### config.mk
export PLATFORM = sky130hd
export DESIGN_NAME = booth2_mul
export DESIGN_NICKNAME = d
export VERILOG_FILES = /design/src/rtl/booth2_pkg.sv /design/src/rtl/booth2_pp_sel.sv /design/src/rtl/booth2_mul.sv
export SDC_FILE = /design/constraint.sdc
export NUM_CORES = 1
export LEC_CHECK = 0
export BUFFER_PORTS_ARGS = -buffer_cell sky130_fd_sc_hd__buf_2
export CAP_MARGIN = 15
export CORE_ASPECT_RATIO = 2
export CORE_MARGIN = 2
export CORE_UTILIZATION = 50
export DETAILED_ROUTE_END_ITERATION = 10
export GPL_TIMING_DRIVEN = 0
export PLACE_DENSITY_LB_ADDON = 0.1
export SLEW_MARGIN = 40
export SYNTH_ARGS = -nofsm -noshare
export SYNTH_HDL_FRONTEND = slang
export SYNTH_HIERARCHICAL = 1
export SYNTH_SLANG_ARGS = --single-unit
### constraint.sdc
create_clock -name clk -period 5.7 [get_ports clk]
set_input_delay 1.14 -clock clk [delete_from_list [all_inputs] [get_ports clk]]
set_output_delay 1.14 -clock clk [all_outputs]
set_load 0.03 [all_outputs]
### src/rtl/booth2_pkg.sv
// booth2_pkg: shared types and helpers for the radix-4 Booth multiplier.
//   state_t       - controller states (IDLE / CALC / DONE)
//   digit_t       - Booth digit encoding (ZERO, POS1, POS2, NEG1, NEG2)
//   booth2_iters  - number of Booth digits for a given operand width
//   booth2_digit  - recodes a multiplier triplet {y[2i+1], y[2i], y[2i-1]}
package booth2_pkg;

  typedef enum logic [1:0] {
    IDLE,
    CALC,
    DONE
  } state_t;

  typedef enum logic [2:0] {
    ZERO,
    POS1,
    POS2,
    NEG1,
    NEG2
  } digit_t;

  function automatic int unsigned booth2_iters(input int unsigned width);
    return width / 2 + 1;
  endfunction

  function automatic digit_t booth2_digit(input logic [2:0] triplet);
    digit_t d;
    case (triplet)
      3'b001, 3'b010: d = POS1;
      3'b011:         d = POS2;
      3'b100:         d = NEG2;
      3'b101, 3'b110: d = NEG1;
      default:        d = ZERO;
    endcase
    return d;
  endfunction

endpackage

### src/rtl/booth2_pp_sel.sv
// booth2_pp_sel: combinational partial-product selector.
// Recodes one multiplier triplet into a Booth digit, multiplies the extended
// multiplicand by it and shifts the result into accumulator position 2*idx.
//   triplet [2:0]        - {y[2i+1], y[2i], y[2i-1]}
//   xe      [WIDTH+1:0]  - multiplicand, already sign/zero extended
//   idx     [IW-1:0]     - digit index i
//   pp      [2*WIDTH+3:0]- signed partial product, two's complement
module booth2_pp_sel
  import booth2_pkg::*;
#(
  parameter int unsigned WIDTH = 16,
  parameter int unsigned IW    = 4
) (
  input  logic [2:0]         triplet,
  input  logic [WIDTH+1:0]   xe,
  input  logic [IW-1:0]      idx,
  output logic [2*WIDTH+3:0] pp
);

  localparam int unsigned AW = 2 * WIDTH + 4;

  logic [AW-1:0] x1;
  logic [AW-1:0] x2;
  logic [AW-1:0] mag;
  digit_t        dig;

  always_comb begin
    x1  = {{(WIDTH + 2){xe[WIDTH+1]}}, xe};
    x2  = x1 << 1;
    dig = booth2_digit(triplet);
    case (dig)
      POS1:    mag = x1;
      POS2:    mag = x2;
      NEG1:    mag = -x1;
      NEG2:    mag = -x2;
      default: mag = '0;
    endcase
    pp = mag << {idx, 1'b0};
  end

endmodule

### src/rtl/booth2_mul.sv
// booth2_mul: sequential radix-4 Booth multiplier, one digit per cycle.
//   clk, rst       - clock, synchronous active-high reset
//   start          - request, accepted in IDLE or DONE
//   is_signed      - 1: two's-complement operands, 0: unsigned
//   x, y [WIDTH]   - multiplicand / multiplier, sampled with start
//   z [2*WIDTH]    - product, held until next completion or reset
//   busy           - operation in progress
//   done           - one-cycle pulse when z has just been updated
// Optional feature macro: BOOTH2_EARLY_TERM_EN (stop once all remaining
// Booth digits are zero; result unchanged, latency data-dependent).
module booth2_mul
  import booth2_pkg::*;
#(
  parameter int unsigned WIDTH = 16
) (
  input  logic               clk,
  input  logic               rst,
  input  logic               start,
  input  logic               is_signed,
  input  logic [WIDTH-1:0]   x,
  input  logic [WIDTH-1:0]   y,
  output logic [2*WIDTH-1:0] z,
  output logic               busy,
  output logic               done
);

  localparam int unsigned N  = booth2_iters(WIDTH);
  localparam int unsigned IW = $clog2(N + 1);
  localparam int unsigned AW = 2 * WIDTH + 4;
  localparam int unsigned YW = WIDTH + 3;
  localparam logic [IW-1:0] LAST = IW'(N);

  state_t          state;
  logic [WIDTH+1:0] xe;
  // Multiplier with the y[-1]=0 overlap bit appended; shifted right by two
  // each digit so the current triplet is always yq[2:0].
  logic [YW-1:0]   yq;
  logic [AW-1:0]   acc;
  logic [AW-1:0]   pp;
  logic [IW-1:0]   cnt;
  logic            rest_zero;
  logic            sx;
  logic            sy;

  booth2_pp_sel #(
    .WIDTH (WIDTH),
    .IW    (IW)
  ) u_pp_sel (
    .triplet (yq[2:0]),
    .xe      (xe),
    .idx     (cnt),
    .pp      (pp)
  );

  always_comb begin
    sx = is_signed & x[WIDTH-1];
    sy = is_signed & y[WIDTH-1];
`ifdef BOOTH2_EARLY_TERM_EN
    // Arithmetic shifting keeps the fill equal to the extension bit, so an
    // all-equal yq means every remaining triplet recodes to ZERO.
    rest_zero = (yq == '0) || (yq == '1);
`else
    rest_zero = 1'b0;
`endif
  end

  always_ff @(posedge clk) begin
    if (rst) begin
      state <= IDLE;
      z     <= '0;
      busy  <= 1'b0;
      done  <= 1'b0;
      acc   <= '0;
      cnt   <= '0;
      xe    <= '0;
      yq    <= '0;
    end else begin
      case (state)
        IDLE, DONE: begin
          done <= 1'b0;
          if (start) begin
            xe    <= {{2{sx}}, x};
            yq    <= {{2{sy}}, y, 1'b0};
            acc   <= '0;
            cnt   <= '0;
            busy  <= 1'b1;
            state <= CALC;
          end else begin
            state <= IDLE;
          end
        end
        CALC: begin
          if (cnt == LAST) begin
            z     <= acc[2*WIDTH-1:0];
            busy  <= 1'b0;
            done  <= 1'b1;
            state <= DONE;
          end else if (rest_zero) begin
            cnt <= LAST;
          end else begin
            acc <= acc + pp;
            yq  <= {{2{yq[YW-1]}}, yq[YW-1:2]};
            cnt <= cnt + 1'b1;
          end
        end
        default: state <= IDLE;
      endcase
    end
  end

endmodule

==> impl_metrics.py, run 1 <==
metrics = {
    "outcome": {
        "status": "finished, final reports clean",
    },
    "setup_path": {
        "worstPathRequired_ns": 5.95,
        "r2r_setup_slack_ns": 0.21,
        "crit_chain": "clkbuf_2 > or2_2 > clkbuf_1 > o211ai_1 > clkbuf_1 > nor2_1 > a221oi_1 > buf_2 > a221o_1 > o22ai_1 > ha_1 > clkbuf_1 > nand4_1 > o41ai_4 > nand3_2 > a221oi_2 > a2111o_1 > nand3_1",
        "end_kind": "flop",
        "crit_family": "compound AO/OA/AOI/OAI gates",
        "path_common_cell": "clkbuf_1",
        "crit_slowest_cell": "a221oi_1",
        "critPathKind": "flop to flop",
        "worstPathArrival_ns": 5.75,
        "path_buf_inv": 5,
        "critPathMaxFanout": 10,
        "worstSetupStartpointType": "flop",
        "critPathMaxStageDelay_ns": 0.53,
    },
    "final_layout": {
        "fin_area_um2": 9280,
        "multi_input_area_um2": 5760,
        "fillerInstances": 1719,
        "antennaDiodeCount": 0,
        "area_delta_synth_final_pct": 12.6,
        "final_core_util": 0.573,
        "seqCellArea_um2": 2160,
        "layout-drive-gt1-share": 0.123,
        "finalNonFillerCells": 1419,
        "num-nets-final": 1281,
    },
    "clock_network": {
        "ctsHtreeMaxLevel": 3,
        "path_clk_slew_ns": 0.08,
        "cts_hold_buf": 0,
        "numCtsBuffers": 9,
        "cts_sinks": 108,
        "cts_setup_buffers": 0,
        "cts_root_buf": "clkbuf_16",
        "clock_latency_ns": 0.38,
        "cts_tree": "yes",
        "clockBufferDepth": 2,
        "ctsResizeCount": 4,
    },
    "global_route": {
        "grt.total_usage": 0.373,
        "grt_pass1_vias": 9066,
        "grt_max_degree": 21,
        "grt_pass1_wl_um": 49200,
        "antenna_found_initial": 0,
        "overflow": 0,
    },
    "yosys": {
        "syn_nets": 1202,
        "syn_area_per_cell_um2": 7.29,
        "syn-cell-area_um2": 8240,
        "synthCells": 1131,
        "ys_warn_count": 6,
    },
    "sta": {
        "final_max_slew_viol_count": 0,
        "fin_crit_ns": 5.49,
        "fmax_mhz": 182,
        "rsz0062_at_grt": "yes",
        "min_period_over_period": 0.964,
        "finClkSkew_ns": 0.0229,
        "finalHoldViolations": 0,
        "slew-limit-headroom": 0.436,
        "worstMarginPinSlew_ns": 0.845,
        "hold_ws_ns": 0.455,
        "setup_viol": 0,
    },
    "die": {
        "core_um2": 16200,
        "die_x_um": 94.8,
        "die_area_um2": 17600,
        "die_h_um": 186,
        "start_util": 0.509,
        "io_pins": 70,
        "rows": 66,
    },
    "power": {
        "power.density_nw_per_um2": 210,
        "p_int_mw": 1.26,
        "seqPwrFrac": 0.416,
        "p_switching_mw": 0.696,
        "p_clk_frac": 0.333,
        "p_leak_nw": 3.68,
        "power.share.switching": 0.357,
        "p_comb_frac": 0.251,
        "vdd.ir_drop.worst_mv": 0.283,
    },
    "placement": {
        "dpl-instance-area_um2": 8880,
        "post-place-cells": 1404,
        "gp_congestion": 1.01,
        "place.detailed.hpwl_um": 25500,
        "io_buffers": 68,
    },
    "routing": {
        "drc": 0,
        "drtIter0Drc": 685,
        "antenna_left": 0,
        "via_count": 9212,
        "wl_per_cell_um": 22.7,
        "dr.pass1.iters": 6,
        "viasPerCell": 6.49,
        "wirelength_um": 32200,
    },
    "min_path": {
        "hold_path_class": "flop to flop",
    },
    "run": {
        "cap_violations": 0,
    },
}
## power by group through the flow
stage               sequential, mW  combinational [mW]  clock [mW]
floorplan                    0.814               0.332           0
global placement             0.827               0.461           0
detailed placement           0.828               0.466           0
CTS                          0.810               0.469       0.659
global route                 0.814               0.526       0.686
finish                       0.812               0.489       0.651
## final timing paths
kind / cells past startpoint / from / endpoint
setup reg to reg: 18 / yq[1] / acc[31]
setup / recovery: 18 / yq[1] / acc[31]
hold reg to reg: 2 / z[16] / z[16]
hold / removal: 2 / z[16] / z[16]
## tightest hold or removal path: stages, from the launching register on
cell     delay (ns)
dfxtp_1        0.31
nand2_1        0.05
a21oi_1        0.05
## per-layer routing
layer	up-vias	GRT usage	routed length, um
li1	4302	-	-
met1	4328	0.338	10300
met2	406	0.680	17000
met3	176	0.0713	1640
met4	0	0.328	3300
met5	-	0	0
## through the flow
stage                     power, mW  worst slack [ns]  TNS [ns]
after detailed placement       1.29            -0.222    -0.568
after floorplan                1.15              1.18         0
after global placement         1.29            -0.309    -0.917
final                          1.95             0.205         0
after CTS                      1.94            0.0108         0
after global routing           2.03           -0.0110   -0.0196
## cell usage in the layout (no fill, tap or decap), types with 14 or more instances in the layout
master	count
nand2_1	198
a21oi_1	137
dfxtp_1	108
nor2_1	74
buf_2	73
clkbuf_1	69
nand3_1	49
ha_1	34
nor3_1	29
o21ai_0	26
inv_1	22
a22oi_1	22
o211ai_1	19
xnor2_1	19
a21o_1	18
xor2_1	18
a31oi_1	14
mux2i_1	14
## layout make-up
type	count	area share
Sequential cell	108	0.233
Buffer	89	0.0401
Timing Repair Buffer	69	0.0372
Inverter	23	0.00931
Clock inverter	7	0.00728
Multi-Input combinational cell	910	0.621
Tap cell	204	0.0275
Clock buffer	9	0.0243
## registers in the layout, summed over array words and instances, names as in the netlist
register  count
z            32
cnt           4
state         2
acc          32
xe           17
done          1
yq           19
busy          1
Note: power is estimated with default switching activity, not from simulation.
==> run 2: changes to the inputs <==
--- a/config.mk
+++ b/config.mk
@@ -10,6 +10,7 @@
 export CORE_ASPECT_RATIO = 2
 export CORE_MARGIN = 2
 export CORE_UTILIZATION = 50
+export CTS_BUF_LIST = sky130_fd_sc_hd__clkbuf_8
 export DETAILED_ROUTE_END_ITERATION = 10
 export GPL_TIMING_DRIVEN = 0
 export PLACE_DENSITY_LB_ADDON = 0.1
==> run 2 against run 1 <==
Via count up 0.83%. Combinational power up 1%. Clock power down 24%. Final area down 1.0%. Sequential power about the same. Die area unchanged.
==> impl_metrics.py, run 2 (synthesis gave the netlist of run 1 again) <==
metrics = {
    "sta": {
        "min_period_over_period": 0.954,
        "tns_ns": 0,
        "fmax_mhz": 184,
        "slew-limit-headroom": 0.429,
        "final_max_slew_viol_count": 0,
        "finalHoldViolations": 0,
        "fin_crit_ns": 5.44,
        "hold_ws_ns": 0.460,
        "worstMarginPinSlew_ns": 0.856,
        "setup_viol": 0,
        "rsz0062_at_grt": "no",
        "finClkSkew_ns": 0.0321,
    },
    "power": {
        "power.density_nw_per_um2": 196,
        "power.total_mw": 1.80,
        "vdd.ir_drop.worst_mv": 0.227,
        "p_leak_nw": 3.64,
    },
    "die": {
        "rows": 66,
        "die_area_um2": 17600,
        "core_um2": 16200,
        "die_h_um": 186,
        "start_util": 0.509,
        "die_x_um": 94.8,
        "io_pins": 70,
    },
    "setup_path": {
        "critPathMaxStageDelay_ns": 0.62,
        "worstPathArrival_ns": 5.74,
        "crit_family": "compound AO/OA/AOI/OAI gates",
        "crit_slowest_cell": "a211oi_2",
        "crit_end": "acc[31]",
        "crit_start": "yq[2]",
        "path_common_cell": "nand2_1",
        "critPathKind": "flop to flop",
        "rr_endpoint": "acc[31]",
        "worstPathRequired_ns": 6.00,
        "worstSetupStartpointType": "flop",
        "r2r_setup_slack_ns": 0.26,
        "r2r-start": "yq[2]",
        "crit_chain": "buf_1 > nor3_1 > a211oi_2 > clkbuf_1 > nand2_1 > nand2_1 > a32oi_2 > nor2_1 > ha_1 > nand2_1 > nor4b_4 > a211oi_2 > o41ai_4 > nand3_2 > a221oi_2 > a2111o_1 > nand3_1",
        "path_buf_inv": 2,
        "end_kind": "flop",
        "critPathMaxFanout": 10,
        "rr_worst_depth": 17,
        "cp.depth": 17,
    },
    "routing": {
        "wl_per_cell_um": 22.9,
        "drc": 0,
        "via_count": 9288,
        "wirelength_um": 32500,
        "dr.pass1.iters": 6,
        "viasPerCell": 6.55,
        "drtIter0Drc": 746,
        "antenna_left": 0,
    },
    "final_layout": {
        "num-nets-final": 1280,
        "final_common_cell": "nand2_1",
        "seqCellArea_um2": 2160,
        "multi_input_area_um2": 5770,
        "antennaDiodeCount": 0,
        "layout-drive-gt1-share": 0.127,
        "final_core_util": 0.567,
        "area_delta_synth_final_pct": 11.4,
        "reg_top3": "acc (32), z (32), yq (19)",
        "fillerInstances": 1743,
        "final_cell_mix": "nand2_1 (198), a21oi_1 (137), dfxtp_1 (108)",
    },
    "global_route": {
        "grt_max_degree": 21,
        "grt_pass1_wl_um": 48700,
        "grt_pass1_vias": 9012,
        "antenna_found_initial": 0,
        "overflow": 0,
        "grt.total_usage": 0.370,
    },
    "clock_network": {
        "numCtsBuffers": 9,
        "ctsHtreeMaxLevel": 3,
        "clockBufferDepth": 2,
        "cts_sinks": 108,
        "cts_tree": "yes",
        "cts_root_buf": "clkbuf_8",
        "clock_latency_ns": 0.43,
        "path_clk_slew_ns": 0.11,
        "cts_hold_buf": 0,
    },
    "min_path": {
        "min_path_cells": 2,
        "hold_path_class": "flop to flop",
    },
    "outcome": {
        "status": "finished, final reports clean",
    },
    "placement": {
        "gp_congestion": 1.01,
        "io_buffers": 68,
        "place.detailed.hpwl_um": 25500,
    },
    "run": {
        "cap_violations": 0,
    },
}
[run 2: cell types whose count changed in the layout (fill, tap and decap cells not counted), moves of 2 or more]
cell       delta
clkbuf_16     -9
clkbuf_8      +9
clkbuf_1      -4
clkbuf_2      +2
[run 2: what timing repair did]
action | CTS | global route
setup buffers | 0 | 0
resized for setup | 4 | 28
pin swaps | 0 | 0
setup endpoints to repair | 6 | 16
[run 2: tightest hold or removal path, delay by kind of cell, from the launching register on]
family,cells,cell delay [ns]
AOI/OAI and AO/OA,1,0.05
DFF,1,0.33
and+or+nand+nor,1,0.05
[run 2: layer usage]
metal,vias up,global-route usage,routed length (um)
li1,4309,-,-
met4,0,0.333,3230
met3,172,0.0676,1750
met1,4405,0.329,10400
met2,402,0.679,17200
met5,-,0,0
[run 2: area by class of cell]
class	instances	share of cell area
plain buffers	88	0.0403
inverters	23	0.00940
clock buffers	9	0.0135
multi-input cells	910	0.629
well taps	204	0.0278
repair buffers	69	0.0376
flip-flops and latches	108	0.235
clock inverters	7	0.00736
[run 2: how the worst min path moves through the flow]
stage           start  slack [ns]     end
2_1_floorplan  yq[18]        0.43  yq[18]
3_3_place_gp    xe[4]        0.44   xe[4]
3_5_place_dp    z[24]        0.45   z[24]
4_1_cts         z[28]        0.46   z[28]
5_1_grt         z[12]        0.48   z[12]
6_report        z[28]        0.46   z[28]
[run 2: where the power goes]
group / leakage (nW) / switching (mW) / internal, mW
Sequential: 0.877 / 0.0335 / 0.779
Clock: 0.0993 / 0.325 / 0.171
Combinational: 2.66 / 0.325 / 0.169
Total: 3.64 / 0.684 / 1.12
[run 2: per-stage QoR]
stage / std cells / instance area, um^2 / setup WS, ns
2_1_floorplan: 1131 / 8240 / 1.18
3_3_place_gp: 1403 / 8840 / -0.309
3_5_place_dp: 1404 / 8880 / -0.222
4_1_cts: 1420 / 9080 / 0.00608
5_1_grt: 1418 / 9180 / 0.00234
6_report: 1418 / 9180 / 0.264
==> run 3: changes to the inputs <==
--- a/config.mk
+++ b/config.mk
@@ -9,7 +9,7 @@
 export CAP_MARGIN = 15
 export CORE_ASPECT_RATIO = 2
 export CORE_MARGIN = 2
-export CORE_UTILIZATION = 50
+export CORE_UTILIZATION = 63
 export CTS_BUF_LIST = sky130_fd_sc_hd__clkbuf_8
 export DETAILED_ROUTE_END_ITERATION = 10
 export GPL_TIMING_DRIVEN = 0
==> run 3 against run 2 <==
Clock skew down 0.0053 ns. Sequential power about the same. Clock-buffer cell count unchanged. Clock power up 10%. Register-to-register slack worse by 0.11 ns. Power up 1.9%. Via count up 1.4%. Setup slack worse by 0.11 ns. First-iteration DRC count down 2.9%. Global-route usage up 4.7 points. Maximum frequency down 2.0%. Largest power group unchanged. Highest routed layer unchanged.
==> impl_metrics.py, run 3 (synthesis gave the netlist of run 1 again) <==
metrics = {
    "die": {
        "die_x_um": 84.9,
        "core_um2": 12900,
        "die_h_um": 166,
        "rows": 59,
        "die_area_um2": 14100,
        "io_pins": 70,
        "start_util": 0.638,
    },
    "power": {
        "p_int_mw": 1.17,
        "p_switching_mw": 0.673,
        "power.density_nw_per_um2": 202,
        "seqPwrFrac": 0.442,
        "vdd.ir_drop.worst_mv": 0.223,
        "p_comb_frac": 0.261,
        "power.total_mw": 1.84,
        "p_leak_nw": 3.64,
        "p_clk_frac": 0.297,
        "power.share.switching": 0.366,
    },
    "routing": {
        "viasPerCell": 6.89,
        "wirelength_um": 30100,
        "drc": 0,
        "dr.pass1.iters": 7,
        "wl_per_cell_um": 22.0,
        "via_count": 9418,
        "antenna_left": 0,
        "drtIter0Drc": 724,
    },
    "clock_network": {
        "cts_root_buf": "clkbuf_8",
        "numCtsBuffers": 9,
        "cts_tree": "yes",
        "clockBufferDepth": 2,
        "path_clk_slew_ns": 0.13,
        "ctsHtreeMaxLevel": 3,
        "cts_sinks": 108,
        "clock_latency_ns": 0.40,
    },
    "final_layout": {
        "fin_area_um2": 9100,
        "antennaDiodeCount": 0,
        "num-nets-final": 1281,
        "final_cell_mix": "nand2_1 (198), a21oi_1 (139), dfxtp_1 (108)",
        "layout-drive-gt1-share": 0.121,
        "fillerInstances": 1183,
        "area_delta_synth_final_pct": 10.4,
        "reg_top3": "acc (32), z (32), yq (19)",
        "final_common_cell": "nand2_1",
    },
    "placement": {
        "place.detailed.hpwl_um": 23100,
        "gp_congestion": 1.13,
        "io_buffers": 68,
        "dpl-instance-area_um2": 8810,
    },
    "global_route": {
        "antenna_found_initial": 0,
        "overflow": 0,
        "grt_pass1_vias": 9036,
        "grt_pass1_wl_um": 46200,
        "grt.total_usage": 0.416,
        "grt_max_degree": 22,
    },
    "setup_path": {
        "r2r_setup_slack_ns": 0.15,
        "crit_slowest_cell": "a2111oi_1",
        "worstPathArrival_ns": 5.85,
        "rr_endpoint": "acc[24]",
        "critPathMaxStageDelay_ns": 0.56,
        "rr_worst_depth": 18,
        "worstPathRequired_ns": 6.00,
        "critPathMaxFanout": 9,
        "r2r-start": "xe[4]",
        "crit_family": "compound AO/OA/AOI/OAI gates",
        "end_kind": "flop",
        "worstSetupStartpointType": "flop",
        "critPathKind": "flop to flop",
        "path_buf_inv": 3,
        "crit_chain": "buf_2 > or4_1 > clkbuf_1 > or4_4 > xor2_1 > a221oi_4 > o22ai_2 > nor2_1 > a2111oi_1 > ha_1 > clkbuf_1 > a21oi_1 > o21ai_0 > a221o_1 > a31oi_1 > o21ai_0 > xor2_1 > a22o_1",
    },
    "sta": {
        "fin_crit_ns": 5.55,
        "setup_viol": 0,
        "slew-limit-headroom": 0.392,
        "min_period_over_period": 0.973,
        "finClkSkew_ns": 0.0268,
        "tns_ns": 0,
        "fmax_mhz": 180,
        "finalHoldViolations": 0,
        "final_max_slew_viol_count": 0,
        "worstMarginPinSlew_ns": 0.912,
    },
    "outcome": {
        "status": "finished, final reports clean",
    },
    "min_path": {
        "min_from": "z[6]",
        "min_path_cells": 2,
        "holdPathEnd": "z[6]",
        "hold_path_class": "flop to flop",
    },
    "run": {
        "cap_violations": 0,
    },
}
==> run 3: cell count changes in the layout (fill, tap and decap cells not counted), sizes merged <==
cell and delta:
buf -1, bufinv +1, clkbuf +2, clkinv -1
==> run 3: final cells by class <==
type | instances | area [um^2] | share of cell area
plain buffers | 89 | 372 | 0.0408
clock buffers | 9 | 124 | 0.0136
clock inverters | 7 | 103 | 0.0113
inverters | 23 | 86.3 | 0.00949
multi-input cells | 910 | 5710 | 0.628
flip-flops and latches | 108 | 2160 | 0.238
well taps | 152 | 190 | 0.0209
repair buffers | 69 | 348 | 0.0382
==> run 3: worst max path at each step <==
stage | start | endpoint | cells past startpoint
floorplan | xe[2] | acc[24] | 18
global placement | xe[0] | acc[21] | 19
detailed placement | yq[0] | acc[24] | 17
CTS | yq[0] | acc[24] | 17
global route | yq[2] | acc[21] | 17
finish | xe[4] | acc[24] | 18
==> run 3: tightest hold or removal path, stage by stage (launching register included) <==
cell	delay, ns
dfxtp_1	0.33
nand2_1	0.05
a21oi_1	0.05
==> run 3: what timing repair did <==
item                                   4_1_cts  5_1_grt
gates resized for setup                      0       17
endpoints found under the hold margin        0        0
buffers inserted                             0        1
hold buffers                                 0        0
setup endpoints to repair                    0       15
==> run 3: power by group through the flow <==
| stage | Combinational, mW | Clock (mW) | Sequential, mW |
|---|---|---|---|
| finish | 0.479 | 0.546 | 0.813 |
| global route | 0.513 | 0.572 | 0.814 |
| CTS | 0.457 | 0.550 | 0.810 |
| detailed placement | 0.454 | 0 | 0.827 |
| global placement | 0.446 | 0 | 0.826 |
| floorplan | 0.332 | 0 | 0.814 |
==> run 3: per-layer routing <==
metal | global-route usage | share of wire | up-vias | routed length, um
met5 | 0 | 0 | - | 0
met4 | 0.354 | 0.11 | 0 | 3170
met3 | 0.0890 | 0.064 | 223 | 1920
met2 | 0.741 | 0.50 | 526 | 15100
met1 | 0.390 | 0.33 | 4357 | 9840
li1 | - | - | 4312 | -
==> run 3: metrics by stage <==
step / hold WS (ns) / std cells / worst slack (ns) / util
global route: 0.470 / 1367 / -0.0331 / 0.704
CTS: 0.462 / 1367 / 0.0234 / 0.699
global placement: 0.440 / 1351 / -0.173 / 0.679
floorplan: 0.432 / 1131 / 1.18 / -
finish: 0.459 / 1367 / 0.154 / 0.704
detailed placement: 0.445 / 1351 / 0.0597 / 0.682
